--- config.mk ---
export PLATFORM = sky130hd
export DESIGN_NAME = wbc_irq_sched
export DESIGN_NICKNAME = d
export VERILOG_FILES = /design/src/rtl/wbc_irq_pkg.sv /design/src/rtl/wbc_irq_pick.sv /design/src/rtl/wbc_irq_sched.sv
export SDC_FILE = /design/constraint.sdc
export NUM_CORES = 1
export LEC_CHECK = 0
export ABC_CLOCK_PERIOD_IN_PS = 7480
export BUFFER_PORTS_ARGS = -buffer_cell sky130_fd_sc_hd__buf_2
export CAP_MARGIN = 10
export CORE_MARGIN = 3
export CORE_UTILIZATION = 55
export CTS_CLUSTER_DIAMETER = 100
export DETAILED_ROUTE_END_ITERATION = 6
export PLACE_DENSITY = 0.78
export SKIP_LAST_GASP = 1
export SLEW_MARGIN = 25
export SYNTH_ARGS = -nofsm -noshare
export SYNTH_HDL_FRONTEND = slang
export SYNTH_HIERARCHICAL = 1
export SYNTH_SLANG_ARGS = --single-unit
--- constraint.sdc ---
create_clock -name wb_clk_i -period 7.48 [get_ports wb_clk_i]
set_input_delay 0.748 -clock wb_clk_i [delete_from_list [all_inputs] [get_ports wb_clk_i]]
set_output_delay 0.748 -clock wb_clk_i [all_outputs]
set_load 0.02 [all_outputs]
--- src/rtl/wbc_irq_pkg.sv ---
`default_nettype none
// ============================================================================
//  Module      : wbc_irq_pkg
//  Description : Shared definitions for the interrupt scheduler: scheduler
//                state encoding, priority-level width and timeout counter
//                width.
//  Revision    : 1.0 - initial release
// ============================================================================
package wbc_irq_pkg;

    // Width of one priority level (cpu_pri and each LVL field)
    localparam int c_lvl_w = 3;

    // Width of the grant timeout counter and of the TMO parameter
    localparam int c_tmo_w = 8;

    // Scheduler states
    typedef enum logic [1:0] {
        ST_IDLE  = 2'd0,
        ST_GRANT = 2'd1,
        ST_DONE  = 2'd2
    } state_t;

endpackage : wbc_irq_pkg
`default_nettype wire

--- src/rtl/wbc_irq_pick.sv ---
`default_nettype none
// ============================================================================
//  Module      : wbc_irq_pick
//  Description : Combinational winner selection. A source is eligible when
//                it is pending and its level is strictly above the CPU
//                priority. The highest eligible level wins; among equal
//                levels the first one found scanning upward from the
//                round-robin pointer (wrapping N-1 -> 0) wins.
//  Ports       : i_pend    - pending latch state, one bit per source
//                i_cpu_pri - current CPU priority level
//                i_rr_ptr  - round-robin start index
//                o_idx     - winning source index (0 when none)
//                o_vld     - at least one source is eligible
//  Revision    : 1.0 - initial release
// ============================================================================
module wbc_irq_pick
    import wbc_irq_pkg::*;
#(
    parameter int                   N   = 4,
    parameter logic [N*c_lvl_w-1:0] LVL = {N{3'o4}}
) (
    input  logic [N-1:0]                             i_pend,
    input  logic [c_lvl_w-1:0]                       i_cpu_pri,
    input  logic [((N > 1) ? $clog2(N) : 1)-1:0]     i_rr_ptr,
    output logic [((N > 1) ? $clog2(N) : 1)-1:0]     o_idx,
    output logic                                     o_vld
);

    localparam int c_idx_w = (N > 1) ? $clog2(N) : 1;

    int                 w_sum;
    logic [c_lvl_w-1:0] w_cur_lvl;
    logic [c_lvl_w-1:0] w_best_lvl;

    always_comb begin
        o_vld      = 1'b0;
        o_idx      = '0;
        w_best_lvl = '0;
        w_sum      = 0;
        w_cur_lvl  = '0;
        for (int j = 0; j < N; j++) begin
            // rr_ptr < N and j < N, so one conditional subtract is a full modulo
            w_sum = int'(i_rr_ptr) + j;
            if (w_sum >= N) begin
                w_sum = w_sum - N;
            end
            w_cur_lvl = LVL[w_sum*c_lvl_w +: c_lvl_w];
            // Strict '>' on the best level keeps the earliest hit in scan
            // order, which is exactly the round-robin tie break.
            if (i_pend[w_sum] && (w_cur_lvl > i_cpu_pri) &&
                (!o_vld || (w_cur_lvl > w_best_lvl))) begin
                o_vld      = 1'b1;
                o_idx      = c_idx_w'(w_sum);
                w_best_lvl = w_cur_lvl;
            end
        end
    end

endmodule : wbc_irq_pick
`default_nettype wire

--- src/rtl/wbc_irq_sched.sv ---
`default_nettype none
// ============================================================================
//  Module      : wbc_irq_sched
//  Description : Interrupt scheduler in front of a vectored interrupt
//                controller. Rising edges on src_req latch pending bits;
//                the highest-level eligible source is presented one-hot on
//                vic_ireq, and after the controller acknowledges it the
//                source receives a one-clock src_ack pulse.
//  Ports       : wb_clk_i  - system clock
//                wb_rst_i  - asynchronous active-high reset
//                src_req   - source request lines (rising-edge triggered)
//                cpu_pri   - current CPU priority level
//                vic_stb   - controller vector strobe (freezes the grant)
//                vic_iack  - acknowledgement pulses from the controller
//                vic_ireq  - one-hot request to the controller
//                src_ack   - one-clock service pulse per source
//                pend_o    - pending latch state
//                tmo_o     - sticky grant-timeout flag
//  Options     : WBC_IRQ_SCHED_TMO_EN - when defined, a grant that is not
//                acknowledged within TMO clocks is abandoned, its pending bit
//                cleared and tmo_o set. When undefined, a grant waits
//                indefinitely and tmo_o is tied low.
//  Revision    : 1.0 - initial release
// ============================================================================
module wbc_irq_sched
    import wbc_irq_pkg::*;
#(
    parameter int                   N   = 4,
    parameter logic [N*c_lvl_w-1:0] LVL = {N{3'o4}},
    parameter logic [c_tmo_w-1:0]   TMO = 8'd255
) (
    input  logic               wb_clk_i,
    input  logic               wb_rst_i,
    input  logic [N-1:0]       src_req,
    input  logic [c_lvl_w-1:0] cpu_pri,
    input  logic               vic_stb,
    input  logic [N-1:0]       vic_iack,
    output logic [N-1:0]       vic_ireq,
    output logic [N-1:0]       src_ack,
    output logic [N-1:0]       pend_o,
    output logic               tmo_o
);

    localparam int c_idx_w = (N > 1) ? $clog2(N) : 1;

    state_t             r_state;
    logic [N-1:0]       r_req_d;
    logic [N-1:0]       r_pend;
    logic [N-1:0]       r_vic_ireq;
    logic [N-1:0]       r_src_ack;
    logic [c_idx_w-1:0] r_winner;
    logic [c_idx_w-1:0] r_rr_ptr;

    logic [N-1:0]       w_rise;
    logic [N-1:0]       w_win_mask;
    logic [N-1:0]       w_tmo_clr;
    logic [c_idx_w-1:0] w_pick_idx;
    logic [c_idx_w-1:0] w_next_ptr;
    logic               w_pick_vld;
    logic               w_win_elig;
    logic               w_higher;
    logic               w_win_iack;
    logic               w_tmo_hit;
    logic [c_lvl_w-1:0] w_lvl [N];

    generate
        for (genvar gi = 0; gi < N; gi++) begin : g_lvl
            assign w_lvl[gi] = LVL[gi*c_lvl_w +: c_lvl_w];
        end
    endgenerate

    wbc_irq_pick #(
        .N   (N),
        .LVL (LVL)
    ) u_pick (
        .i_pend    (r_pend),
        .i_cpu_pri (cpu_pri),
        .i_rr_ptr  (r_rr_ptr),
        .o_idx     (w_pick_idx),
        .o_vld     (w_pick_vld)
    );

    assign w_rise     = src_req & ~r_req_d;
    assign w_win_mask = {{(N-1){1'b0}}, 1'b1} << r_winner;
    assign w_win_iack = vic_iack[r_winner];
    assign w_win_elig = r_pend[r_winner] && (w_lvl[r_winner] > cpu_pri);
    // Any eligible source at a strictly higher level than the current winner
    assign w_higher   = w_pick_vld && (w_lvl[w_pick_idx] > w_lvl[r_winner]);
    assign w_next_ptr = (r_winner == c_idx_w'(N-1)) ? '0 : r_winner + 1'b1;
    assign w_tmo_clr  = w_tmo_hit ? w_win_mask : '0;

`ifdef WBC_IRQ_SCHED_TMO_EN
    logic [c_tmo_w-1:0] r_tmo_cnt;
    logic               r_tmo;

    // Counter holds the number of GRANT clocks already spent; the TMO-th
    // GRANT clock without an acknowledge abandons the grant.
    assign w_tmo_hit = (r_state == ST_GRANT) && !w_win_iack &&
                       (r_tmo_cnt == TMO - 1'b1);

    always_ff @(posedge wb_clk_i or posedge wb_rst_i) begin
        if (wb_rst_i) begin
            r_tmo_cnt <= '0;
            r_tmo     <= 1'b0;
        end else begin
            if (r_state == ST_GRANT) begin
                r_tmo_cnt <= r_tmo_cnt + 1'b1;
            end else begin
                r_tmo_cnt <= '0;
            end
            if (w_tmo_hit) begin
                r_tmo <= 1'b1;
            end
        end
    end

    assign tmo_o = r_tmo;
`else
    assign w_tmo_hit = 1'b0;
    assign tmo_o     = 1'b0;
`endif

    // Edge history and pending latches. A fresh rising edge overrides a
    // same-clock clear from an acknowledge or a timeout.
    always_ff @(posedge wb_clk_i or posedge wb_rst_i) begin
        if (wb_rst_i) begin
            r_req_d <= '0;
            r_pend  <= '0;
        end else begin
            r_req_d <= src_req;
            r_pend  <= (r_pend & ~vic_iack & ~w_tmo_clr) | w_rise;
        end
    end

    // Scheduler FSM with registered request and acknowledge outputs.
    // vic_ireq rises on the first clock spent in GRANT, two clocks after
    // the pending bit that caused the grant.
    always_ff @(posedge wb_clk_i or posedge wb_rst_i) begin
        if (wb_rst_i) begin
            r_state    <= ST_IDLE;
            r_winner   <= '0;
            r_rr_ptr   <= '0;
            r_vic_ireq <= '0;
            r_src_ack  <= '0;
        end else begin
            r_src_ack <= '0;
            case (r_state)
                ST_IDLE: begin
                    r_vic_ireq <= '0;
                    if (w_pick_vld) begin
                        r_winner <= w_pick_idx;
                        r_state  <= ST_GRANT;
                    end
                end
                ST_GRANT: begin
                    if (w_win_iack) begin
                        r_vic_ireq <= '0;
                        r_src_ack  <= w_win_mask;
                        r_state    <= ST_DONE;
                    end else if (w_tmo_hit) begin
                        r_vic_ireq <= '0;
                        r_rr_ptr   <= w_next_ptr;
                        r_state    <= ST_IDLE;
                    end else if (!vic_stb && (!w_win_elig || w_higher)) begin
                        // Withdraw; pend is untouched so IDLE re-arbitrates
                        r_vic_ireq <= '0;
                        r_state    <= ST_IDLE;
                    end else begin
                        r_vic_ireq <= w_win_mask;
                    end
                end
                ST_DONE: begin
                    r_vic_ireq <= '0;
                    r_rr_ptr   <= w_next_ptr;
                    r_state    <= ST_IDLE;
                end
                default: begin
                    r_vic_ireq <= '0;
                    r_state    <= ST_IDLE;
                end
            endcase
        end
    end

    assign vic_ireq = r_vic_ireq;
    assign src_ack  = r_src_ack;
    assign pend_o   = r_pend;

endmodule : wbc_irq_sched
`default_nettype wire

# ---- Yosys cells after proc, flatten, opt, wreduce, memory -nomap -nowiden
# Index checks and enable logic that the tools add are counted.
dict set report op_classes {
  eq_ne 5
  div 0
  shift 5
  n_bitwise 7
  mux 47
  n_mul 4
  n_reduce_logical 22
  addsub 8
  n_lt_le_gt_ge 20
}
# operator n
set ops {}
lappend ops {{< comparator 32 x 4 -> 1 bit (second input constant)} 4}
lappend ops {{multiplier 32 x 3 -> 32 bit (second input constant)} 4}
lappend ops {{two-way mux 32 bit} 4}
lappend ops {{indexed part select 12 x 32 -> 3 bit (first input constant)} 4}
lappend ops {{greater-or-equal comparator 32 x 4 -> 1 bit (second input constant)} 3}
lappend ops {{subtractor 32 x 4 -> 32 bit (second input constant)} 3}
lappend ops {{> comparator 3 bit} 9}
lappend ops {{two-way mux 3 bit} 7}
lappend ops {{two-way mux 4 bit} 5}
lappend ops {{two-way mux 2 bit} 8}
lappend ops {{two-way mux 1 bit} 14}
lappend ops {{binary-select mux 1 bit (select 2 bit)} 6}
lappend ops {{binary-select mux 3 bit (select 2 bit)} 2}
lappend ops {{logical AND 1 bit} 10}
lappend ops {{AND 4 bit} 2}
lappend ops {{NOT 4 bit} 2}
lappend ops {{adder 2 x 2 -> 3 bit (second input constant)} 2}
lappend ops {{greater-or-equal comparator 3 bit (second input constant)} 2}
lappend ops {{NOT 2 -> 3 bit} 2}
lappend ops {{zero test 1 bit} 5}
lappend ops {{equality test 2 bit (second input constant)} 2}
lappend ops {{logical OR 1 bit} 4}
lappend ops {{OR 4 bit} 1}
lappend ops {{case mux 2 bit (2 select lines)} 1}
lappend ops {{other kinds (11)} 12}
dict set report totals {
  n_memories 0
  ramBits 0
  out_inout_bits 13
  in_bits 14
  ff_bits 22
  word_cells 125
  romBits 0
  latchBits 0
}

# ---- Logic depth before layout (Yosys ltp)
# Gate-level depths: netlist of the first run.
dict set report depth {
  word_depth 30
  mapped_depth 36
  mapped_depth_nobuf 34
}

# ---- Cells and area by module
# The synthesis of the first run kept the hierarchy.
# mod seq_area_each_um2 n_inst cells_each area_per_inst_um2
set modules_own_cells {}
lappend modules_own_cells {wbc_irq_pick 0.0 1 128 1094.8}
lappend modules_own_cells {wbc_irq_sched 550.5 1 75 922.1}

# ---- Least setup slack after synthesis of the first run
# No wires, ideal clock.
dict set report synth_timing {
  path_type {flip-flop to flip-flop}
  startpoint {register r_rr_ptr[0]}
  endpoint {register r_winner[1]}
  path_buffers 2
  synth_period_minus_slack_ps 5504
  setup_time_ps 138
  stages_incl_launch_ff 35
  slack_ps 1976
  required_time_ps 7342
  arrival_ps 5366
  path_cell_list {dfrtp_1 -> buf_6 -> inv_1 -> ha_1 -> xor2_1 -> nor3_1 -> a31oi_1 -> ha_1 -> nor2b_1 -> o21a_1 -> o211a_4 -> nand2_1 -> ha_1 -> nor2b_1 -> o21ai_0 -> a32oi_1 -> o21ai_2 -> nand3_1 -> ha_1 -> nor2b_1 -> o21a_1 -> o21ai_0 -> o21ai_1 -> nand2b_1 -> buf_2 -> nand2b_1 -> ha_1 -> nor2b_1 -> o21a_1 -> o21ai_0 -> a21oi_4 -> and2_1 -> a211o_1 -> nand2_1 -> o21ai_0}
}
dict set report synth_between {
  word_cells_on_any_way 67
  cone_classes {7 x add/sub; 4 x mul; 11 x order compare; 4 x shift; 27 x mux; 14 x reduce/logical}
}
# item line_no
set synth_rtl {}
lappend synth_rtl {{start, declared} wbc_irq_sched.sv:52} ;# logic [c_idx_w-1:0] r_rr_ptr;
lappend synth_rtl {{start signal, assigned} wbc_irq_sched.sv:162} ;# r_rr_ptr <= w_next_ptr;
lappend synth_rtl {{start signal, assigned} wbc_irq_sched.sv:174} ;# r_rr_ptr <= w_next_ptr;
lappend synth_rtl {{parallel branches: the longest is 18 deep, another holds subtractor 32 x 4 -> 32 bit} --}
lappend synth_rtl {{two-way mux 2 bit (*)} wbc_irq_pick.sv:50} ;# if (i_pend[w_sum] && (w_cur_lvl > i_cpu_pri) &&
lappend synth_rtl {{net w_pick_idx[1]} wbc_irq_sched.sv:57} ;# logic [c_idx_w-1:0] w_pick_idx;
lappend synth_rtl {{end signal, assigned} wbc_irq_sched.sv:151} ;# r_winner <= w_pick_idx;
lappend synth_rtl {{end, declared} wbc_irq_sched.sv:51} ;# logic [c_idx_w-1:0] r_winner;
# Mark *: on every way through the listed nets, which the timed path passes. The select of a mux whose other input is x is not followed.
# A chain may end at the register's enable or synchronous reset.

# ---- Worst setup path after layout of the first run
# Same ends and word-level chain as after synthesis.

==> results of run 1 <==
cells in the final DEF, fill, tap and decap left out, drive strengths merged, types with 4 or more instances in the layout:
cell type | Yosys | routed
and3 | 5 | 5
nand2b | 5 | 5
conb | 3 | 8
o22ai | 4 | 4
o21ai | 10 | 10
o21a | 4 | 4
nand3 | 8 | 8
a211o | 4 | 4
inv | 28 | 28
dfrtp | 22 | 22
nor2 | 6 | 6
ha | 38 | 38
mux2 | 5 | 5
nand2 | 11 | 11
a21oi | 4 | 4
nor3 | 6 | 6
buf | 4 | 25
mux4 | 5 | 5
nor2b | 6 | 6
synthesized netlist by cell type, types with 2 or more instances:
cell type,count,area [um^2]
a211o_1,4,35.0
a21oi_1,3,15.0
and2_1,2,12.5
and3_2,4,30.0
buf_2,2,10.0
conb_1,3,11.3
dfrtp_1,22,551
ha_1,38,475
inv_1,27,101
mux2_2,5,56.3
mux4_2,4,90.1
nand2_1,11,41.3
nand2b_1,4,25.0
nand3_1,8,40.0
nand3b_1,2,15.0
nor2_1,6,22.5
nor2b_1,6,37.5
nor3_1,6,30.0
o2111ai_1,2,17.5
o21a_1,4,30.0
o21ai_0,8,40.0
o22ai_1,4,25.0
o31ai_1,2,15.0
xor2_1,2,17.5
area by class of cell:
cell class / instances / area share
multi-input cells: 154 / 0.605
flip-flops and latches: 22 / 0.247
repair buffers: 25 / 0.0561
inverters: 28 / 0.0482
well taps: 46 / 0.0258
clock buffers: 3 / 0.0185
per-stage QoR:
stage	cells	worst slack [ps]	utilization	total power (uW)
CTS	278	1160	0.648	835
finish	278	1170	0.648	831
floorplan	208	1980	-	653
global placement	275	1250	0.636	751
global route	278	661	0.648	927
detailed placement	275	1190	0.636	761
kinds of logic after synthesis:
logic type                 count (synthesis)
AOI/OAI and AO/OA                         40
buffers and inverters                     32
muxes                                     10
and+or+nand+nor                           55
other                                      3
adders and majority gates                 38
DFF                                       22
xor gates and xnor gates                   3
per-layer routing:
layer / up-vias / part of all wire / GRT usage
met5: - / 0 / 0
met4: 0 / 0.0090 / 0.0482
met3: 5 / 0.026 / 0.0101
met2: 20 / 0.48 / 0.311
met1: 671 / 0.49 / 0.254
li1: 769 / - / -
sequential cells by signal, summed over array words and instances, names as in the netlist:
| signal | cells |
|---|---|
| pend_o | 4 |
| r_req_d | 4 |
| r_rr_ptr | 2 |
| r_state | 2 |
| r_winner | 2 |
| src_ack | 4 |
| vic_ireq | 4 |
how the worst max path moves through the flow:
stage,start,to,slack [ps],cells after the start
2_1_floorplan,r_rr_ptr[0],r_winner[1],1980,34
3_3_place_gp,r_rr_ptr[0],r_winner[1],1250,31
3_5_place_dp,r_rr_ptr[0],r_winner[1],1190,31
4_1_cts,r_rr_ptr[0],r_winner[1],1160,32
5_1_grt,r_rr_ptr[0],r_winner[1],660,31
6_report,r_rr_ptr[0],r_winner[1],1170,32
power breakdown:
part           internal, uW  switching, uW
registers               142           35.1
clock network          35.9           34.4
logic                   262            321
total                   440            391
critical path, delay by kind of cell (launching register included):
kind | cells | cell delay (ps)
AOI/OAI and AO/OA | 14 | 2170
xor gates and xnor gates | 1 | 170
DFF | 1 | 620
and+or+nand+nor | 11 | 1490
adders and majority gates | 5 | 1550
buffers and inverters | 1 | 190
==> results.py, run 1 <==
metrics = {
    "worst_setup_path": {
        "largest_fanout_of_any_net_on_the_critical_path": 12,
        "cp_slowest_cell": "dfrtp_1",
        "critical-path-top-cell-by-count": "ha_1",
        "critPathCaptureType": "flip-flop",
        "startpoint_type": "flip-flop",
        "worst_reg2reg_path_depth": 32,
        "ff2ff_setup_slack_ps": 1170,
        "timing.setup.critical_path_class": "reg2reg",
        "worst_ep_required_time_ps": 7600,
        "r2r-end": "r_winner[1]",
        "critPathArrivalTime_ps": 6430,
        "worstReg2RegStart": "r_rr_ptr[0]",
        "critical-path-max-stage-delay_ps": 620,
    },
    "pwr": {
        "total_leakage_power_uw": 0.00113,
        "power.density_nw_per_um2": 372,
        "ir_drop_v": 0.000243,
    },
    "drt": {
        "routed_wirelength_mm": 3.67,
        "drc_errors": 0,
        "routed_via_density": 5.27,
        "dr_pass1_iterations": 4,
        "dr.first_iter.drc_count": 37,
        "antenna_left": 0,
        "drt-wirelength-per-cell_um": 13.2,
        "vias": 1465,
    },
    "finish": {
        "diode_count": 0,
        "final-seq-area_um2": 551,
        "fillerInstances": 300,
        "multiInputGateArea_um2": 1350,
        "final_nets": 286,
        "finish.instance_area_um2": 2230,
        "syn2layout_area_growth_pct": 10.6,
        "final_layout_size_suffix_gt1_frac": 0.224,
    },
    "hold_path": {
        "hold_end": "pend_o[1]",
        "kind_of_path_behind_the_tightest_hold_check": "reg2reg",
        "holdCritStartpoint": "r_req_d[1]",
        "min_path_cells": 1,
    },
    "sta": {
        "report.final.hold_viol_count": 0,
        "setup_viol": 0,
        "worstMarginPinSlew_ps": 777,
        "final-max-slew-violation-count": 0,
        "tns_ps": 0,
        "rsz0062_at_grt": "false",
        "finalWorstPathRequiredPeriod_ps": 6310,
        "slew_headroom": 0.481,
        "final_min_period_over_clock_period": 0.844,
        "finalHoldWorstSlack_ps": 421,
        "fmaxAchievable_mhz": 158,
        "fin_skew_ps": 4.70,
    },
    "placed_design": {
        "gp_routability_congestion": 0.801,
        "numPortBuffers": 25,
        "detailed_place_hpwl_mm": 2.98,
        "placed_area_um2": 2190,
    },
    "yosys": {
        "yosys_warnings": 6,
        "synth-seq-area-share": 0.273,
        "syn_area_per_cell_um2": 9.94,
        "synth_compound_gate_area_share": 0.160,
        "fraction_of_registers_with_async_set_reset": 1.00,
        "synthesis.area_um2": 2020,
        "yosys.area_share.adder": 0.236,
        "syn-instance-count": 203,
        "muxShareOfSynthArea": 0.0856,
        "yosysUniqueCellTypes": 48,
        "synthFlopType": "dfrtp_1",
        "synth.ff_latch_count": 22,
        "largest_family_of_logic_cells_by_synthesized_area": "adder cells",
        "synth_enable_flop_cells": 0,
        "synth_xor_xnor_area_share": 0.0130,
        "synthSimpleGateAreaFrac": 0.159,
    },
    "floorplanning": {
        "die_area_um2": 4430,
        "placeableCoreArea_um2": 3440,
        "die_ht_um": 66.6,
        "rows": 21,
        "io_pins": 27,
        "die-width_um": 66.6,
        "initial_standard_cell_utilization_of_the_core": 0.586,
    },
    "clock_tree": {
        "clock_path_buffers": 2,
        "postCtsResizedCells": 0,
        "cts_post_setup_buffers_inserted": 0,
        "cts_root_buffer": "clkbuf_8",
        "clk_pin_slew_ps": 70,
        "cts_max_level": 1,
        "hold_buffers": 0,
        "clock-sinks": 22,
        "tritoncts": "built",
        "cts_buffers": 3,
        "worst_skew_pair.late_latency_ps": 260,
    },
    "grt": {
        "grt.overflow.total": 0,
        "grt_max_degree": 23,
        "antenna_found_initial": 0,
        "first_global_vias": 1452,
        "global_route_total_usage_across_every_layer": 0.183,
        "grt_pass1_wl_mm": 6.38,
    },
    "outcome": {
        "run_status": "completed",
    },
    "run": {
        "cap_violations": 0,
    },
}
Note: power is estimated with default switching activity, not from simulation.
==> run 2, diff against run 1 <==
ABC_CLOCK_PERIOD_IN_PS = 5250   (was 7480)
CORE_UTILIZATION = 52   (was 55)
PLACE_DENSITY = 0.77   (was 0.78)
clock period = 5.25 ns   (was 7.48 ns; I/O delays follow)
==> results.py, run 2 (same netlist as run 1, synthesis figures left out) <==
metrics = {
    "drt": {
        "drt-wirelength-per-cell_um": 15.7,
        "routed_wirelength_mm": 5.27,
        "dr.first_iter.drc_count": 70,
        "routed_via_density": 5.36,
        "dr_pass1_iterations": 4,
        "antenna_left": 0,
        "drc_errors": 0,
        "vias": 1794,
    },
    "worst_setup_path": {
        "start_point_of_the_critical_path": "r_rr_ptr[0]",
        "critPathCaptureType": "flip-flop",
        "r2r-end": "r_winner[1]",
        "ff2ff_setup_slack_ps": -260,
        "timing.setup.critical_path_class": "reg2reg",
        "worst_ep_required_time_ps": 5380,
        "critPathArrivalTime_ps": 5630,
        "critical-path-max-stage-delay_ps": 460,
        "worst_reg2reg_path_depth": 33,
        "largest_fanout_of_any_net_on_the_critical_path": 5,
        "worstSetupEndpoint": "r_winner[1]",
        "worstReg2RegStart": "r_rr_ptr[0]",
        "startpoint_type": "flip-flop",
        "cp_slowest_cell": "dfrtp_2",
    },
    "sta": {
        "worstMarginPinSlew_ps": 766,
        "report.final.hold_viol_count": 0,
        "tns_ps": -479,
        "final-max-slew-violation-count": 0,
        "setup_ws_ps": -256,
        "setup_viol": 2,
        "final_min_period_over_clock_period": 1.05,
        "rsz0062_at_grt": "true",
        "fin_skew_ps": 6.32,
        "fmaxAchievable_mhz": 182,
        "finalWorstPathRequiredPeriod_ps": 5510,
        "slew_headroom": 0.489,
    },
    "clock_tree": {
        "clk_pin_slew_ps": 80,
        "clock-sinks": 22,
        "worst_skew_pair.late_latency_ps": 250,
        "cts_max_level": 1,
        "cts_root_buffer": "clkbuf_8",
        "hold_buffers": 0,
        "tritoncts": "built",
        "cts_buffers": 3,
        "clock_path_buffers": 2,
    },
    "floorplanning": {
        "io_pins": 27,
        "placeableCoreArea_um2": 3690,
        "die_area_um2": 4660,
        "initial_standard_cell_utilization_of_the_core": 0.547,
        "die_ht_um": 68.3,
        "die-width_um": 68.3,
        "rows": 22,
    },
    "pwr": {
        "p_sw_frac": 0.439,
        "report.power.total_uw": 1720,
        "power.internal_uw": 962,
        "p_comb_frac": 0.796,
        "power_frac_clock": 0.060,
        "seq_power_share": 0.144,
        "power.density_nw_per_um2": 594,
        "p_sw_uw": 754,
        "total_leakage_power_uw": 0.00143,
        "ir_drop_v": 0.000358,
    },
    "grt": {
        "global_route_total_usage_across_every_layer": 0.214,
        "grt_max_degree": 23,
        "grt_pass1_wl_mm": 7.58,
        "antenna_found_initial": 0,
        "grt.overflow.total": 0,
        "first_global_vias": 1779,
    },
    "hold_path": {
        "holdCritStartpoint": "src_req[3]",
        "kind_of_path_behind_the_tightest_hold_check": "in2reg",
    },
    "run": {
        "cap_violations": 0,
    },
    "finish": {
        "diode_count": 0,
        "finish.utilization": 0.783,
        "final_nets": 340,
        "most_common_library_cell_in_the_layout_ignoring_fill_and_taps": "buf_4",
        "commonest_non_fill_non_tap_cells_in_the_layout": "buf_4 (52), ha_1 (26), buf_2 (25)",
        "syn2layout_area_growth_pct": 43.2,
        "finish.instance_area_um2": 2890,
        "final_layout_size_suffix_gt1_frac": 0.502,
        "fillerInstances": 238,
    },
    "outcome": {
        "run_status": "complete, but fails checks",
        "failing_checks": "negative setup slack",
    },
    "placed_design": {
        "gp_routability_congestion": 0.857,
        "numPortBuffers": 25,
        "placed_area_um2": 2400,
        "detailed_place_hpwl_mm": 3.39,
    },
}
[run 2: cell count changes in the layout (fill, tap and decap cells not counted), moves of 3 or more]
cell / delta
buf_4: +52
ha_1: -12
ha_2: +3
ha_4: +9
inv_1: -5
inv_2: +3
nor2b_1: -3
o21ai_0: -7
o21ai_1: +5
[run 2: layout make-up]
| type | count | area, um^2 | share of cell area |
|---|---|---|---|
| multi-input combinational | 154 | 1580 | 0.547 |
| sequential | 22 | 553 | 0.192 |
| timing repair buffer | 79 | 538 | 0.186 |
| inverter | 28 | 113 | 0.0390 |
| tap | 48 | 60.1 | 0.0208 |
| clock buffer | 4 | 45.0 | 0.0156 |
[run 2: worst min-delay path by stage]
stage | endpoint | cells past startpoint
after CTS | r_req_d[1] | 1
final | r_req_d[3] | 1
after global routing | r_req_d[1] | 1
after floorplan | pend_o[0] | 1
after global placement | pend_o[1] | 1
after detailed placement | pend_o[2] | 1
[run 2: critical path: cells and delay by family (launching register included)]
kind                       cells  cell delay [ps]
AOI/OAI and AO/OA             12             1650
xor gates and xnor gates       1              160
adders and majority gates      5             1290
buffers and inverters          5              450
DFF                            1              460
and+or+nand+nor               10             1340
[run 2: stage by stage]
step | hold WS [ps] | worst slack [ps] | std cells
after CTS | 386 | -106 | 323
final | 391 | -256 | 335
after detailed placement | 412 | -315 | 302
after global placement | 404 | -183 | 302
after floorplan | 399 | 16.3 | 208
after global routing | 380 | -510 | 335
[run 2: power groups by stage]
| stage | Combinational, uW | Clock (uW) | Sequential, uW |
|---|---|---|---|
| after floorplan | 719 | 0 | 253 |
| after global placement | 978 | 0 | 244 |
| after detailed placement | 1000 | 0 | 246 |
| after CTS | 1150 | 103 | 246 |
| after global routing | 1490 | 112 | 254 |
| final | 1370 | 102 | 247 |
[run 2: what timing repair did]
action                                  CTS  global route
setup buffers                            18            12
endpoints found under the setup margin    2             2
pin swaps                                24            31
gates resized for setup                  26            27
[run 2: layer usage]
metal  wire (um)  GRT usage  vias up  part of all wire
met2        2930      0.431       44              0.56
met4         201     0.0521        0             0.038
li1            -          -      876                 -
met5           0          0        -                 0
met3         177     0.0213       18             0.034
met1        1950      0.233      856              0.37
==> run 3, diff against run 2 <==
CORE_UTILIZATION = 30   (was 52)
PLACE_DENSITY = 0.5   (was 0.77)
==> results.py, run 3 (same netlist as run 1, synthesis figures left out) <==
metrics = {
    "hold_path": {
        "min_path_cells": 1,
        "hold_end": "r_req_d[2]",
        "kind_of_path_behind_the_tightest_hold_check": "in2reg",
        "holdCritStartpoint": "src_req[2]",
    },
    "outcome": {
        "failing_checks": "negative setup slack",
        "run_status": "complete, but fails checks",
    },
    "sta": {
        "final_min_period_over_clock_period": 1.04,
        "fmaxAchievable_mhz": 182,
        "report.final.hold_viol_count": 0,
        "fin_skew_ps": 5.47,
        "setup_ws_ps": -234,
        "worstMarginPinSlew_ps": 821,
        "finalWorstPathRequiredPeriod_ps": 5480,
        "setup_viol": 2,
        "slew_headroom": 0.452,
        "rsz0062_at_grt": "true",
        "final-max-slew-violation-count": 0,
    },
    "worst_setup_path": {
        "worst_reg2reg_path_depth": 35,
        "critical-path-max-stage-delay_ps": 470,
        "critical-path-top-cell-by-count": "buf_4",
        "worstReg2RegStart": "r_rr_ptr[0]",
        "worst_ep_required_time_ps": 5380,
        "timing.setup.critical_path_class": "reg2reg",
        "critPathCaptureType": "flip-flop",
        "critPathArrivalTime_ps": 5620,
        "largest_fanout_of_any_net_on_the_critical_path": 6,
        "startpoint_type": "flip-flop",
        "r2r-end": "r_winner[1]",
        "cpLargestDelayFamily": "compound AO/OA/AOI/OAI gates",
        "ff2ff_setup_slack_ps": -230,
        "cp.buffers_inverters": 12,
        "cp_slowest_cell": "dfrtp_2",
    },
    "placed_design": {
        "numPortBuffers": 25,
        "gp_routability_congestion": 0.772,
        "detailed_place_hpwl_mm": 3.60,
        "pre_cts_slack_ps": -311,
    },
    "drt": {
        "routed_via_density": 4.64,
        "dr.first_iter.drc_count": 28,
        "dr_pass1_iterations": 4,
        "drc_errors": 0,
        "routed_wirelength_mm": 5.00,
        "drt-wirelength-per-cell_um": 13.2,
        "vias": 1758,
        "antenna_left": 0,
    },
    "grt": {
        "grt_max_degree": 23,
        "grt.overflow.total": 0,
        "grt_most_used_layer": "met2",
        "grt_pass1_wl_mm": 8.36,
        "global_route.usage.met2": 0.242,
        "first_global_vias": 1737,
        "gr_util_met3": 0.00753,
        "antenna_found_initial": 0,
        "global_route_total_usage_across_every_layer": 0.137,
        "grtUsageMet1": 0.182,
    },
    "run": {
        "cap_violations": 0,
    },
    "finish": {
        "final_nets": 355,
        "final_layout_size_suffix_gt1_frac": 0.510,
        "most_common_library_cell_in_the_layout_ignoring_fill_and_taps": "buf_4",
        "syn2layout_area_growth_pct": 49.9,
        "commonest_non_fill_non_tap_cells_in_the_layout": "buf_4 (68), ha_1 (26), buf_2 (25)",
        "finish.utilization": 0.471,
        "diode_count": 0,
        "fillerInstances": 601,
    },
    "pwr": {
        "report.power.total_uw": 1750,
        "total_leakage_power_uw": 0.00151,
        "p_sw_frac": 0.415,
        "power_frac_clock": 0.089,
        "power.internal_uw": 1020,
        "seq_power_share": 0.140,
        "power.density_nw_per_um2": 577,
        "ir_drop_v": 0.000282,
        "p_comb_frac": 0.770,
        "p_sw_uw": 724,
    },
    "floorplanning": {
        "die-width_um": 88.0,
        "io_pins": 27,
        "rows": 29,
        "die_area_um2": 7740,
        "initial_standard_cell_utilization_of_the_core": 0.314,
        "placeableCoreArea_um2": 6420,
        "die_ht_um": 88.0,
    },
    "clock_tree": {
        "worst_skew_pair.late_latency_ps": 260,
        "clock-sinks": 22,
        "cts_buffers": 3,
        "clk_pin_slew_ps": 80,
        "hold_buffers": 0,
        "clock_path_buffers": 2,
        "cts_root_buffer": "clkbuf_8",
        "cts_max_level": 1,
        "tritoncts": "built",
    },
}
==> run 3: worst max-delay path by stage <==
stage	end	depth (start not counted)	startpoint	slack (ps)
floorplan	r_winner[1]	34	r_rr_ptr[0]	20
global placement	r_winner[1]	32	r_rr_ptr[0]	-170
detailed placement	r_winner[1]	32	r_rr_ptr[0]	-310
CTS	r_winner[1]	33	r_rr_ptr[0]	-90
global route	r_winner[1]	32	r_rr_ptr[0]	-610
finish	r_winner[1]	35	r_rr_ptr[0]	-230
==> run 3: power groups by stage <==
stage | clock (uW) | sequential [uW] | combinational [uW]
4_1_cts | 160 | 248 | 1210
5_1_grt | 168 | 253 | 1520
6_report | 156 | 245 | 1340
2_1_floorplan | 0 | 253 | 719
3_5_place_dp | 0 | 245 | 1060
3_3_place_gp | 0 | 244 | 1050
==> run 3: timing repair <==
action                                  4_1_cts  5_1_grt
buffers inserted                             31        7
gates resized for setup                      26       16
pin swaps                                    11       16
cloned                                        0        0
endpoints found under the setup margin        2        2
==> run 3: metal layers <==
layer  wire length [um]  vias to the layer above
met3                 84                        8
met1               2350                      813
met4                 82                        0
met5                  0                        -
li1                   -                      911
met2               2480                       26
==> run 3: per-stage QoR <==
stage	instance area (um^2)	hold slack, ps	instances	TNS (ps)
6_report	3020	381	379	-459
2_1_floorplan	2060	399	208	0
5_1_grt	3020	375	379	-1220
4_1_cts	2880	375	372	-142
3_3_place_gp	2480	405	337	-322
3_5_place_dp	2480	412	337	-615
==> run 3: final cells by class <==
type | count | area, um^2 | share of cell area
clock buffers | 3 | 41.3 | 0.0137
multi-input cells | 154 | 1550 | 0.511
repair buffers | 94 | 647 | 0.214
clock inverters | 1 | 30.0 | 0.00993
well taps | 77 | 96.3 | 0.0319
flip-flops and latches | 22 | 553 | 0.183
inverters | 28 | 110 | 0.0364
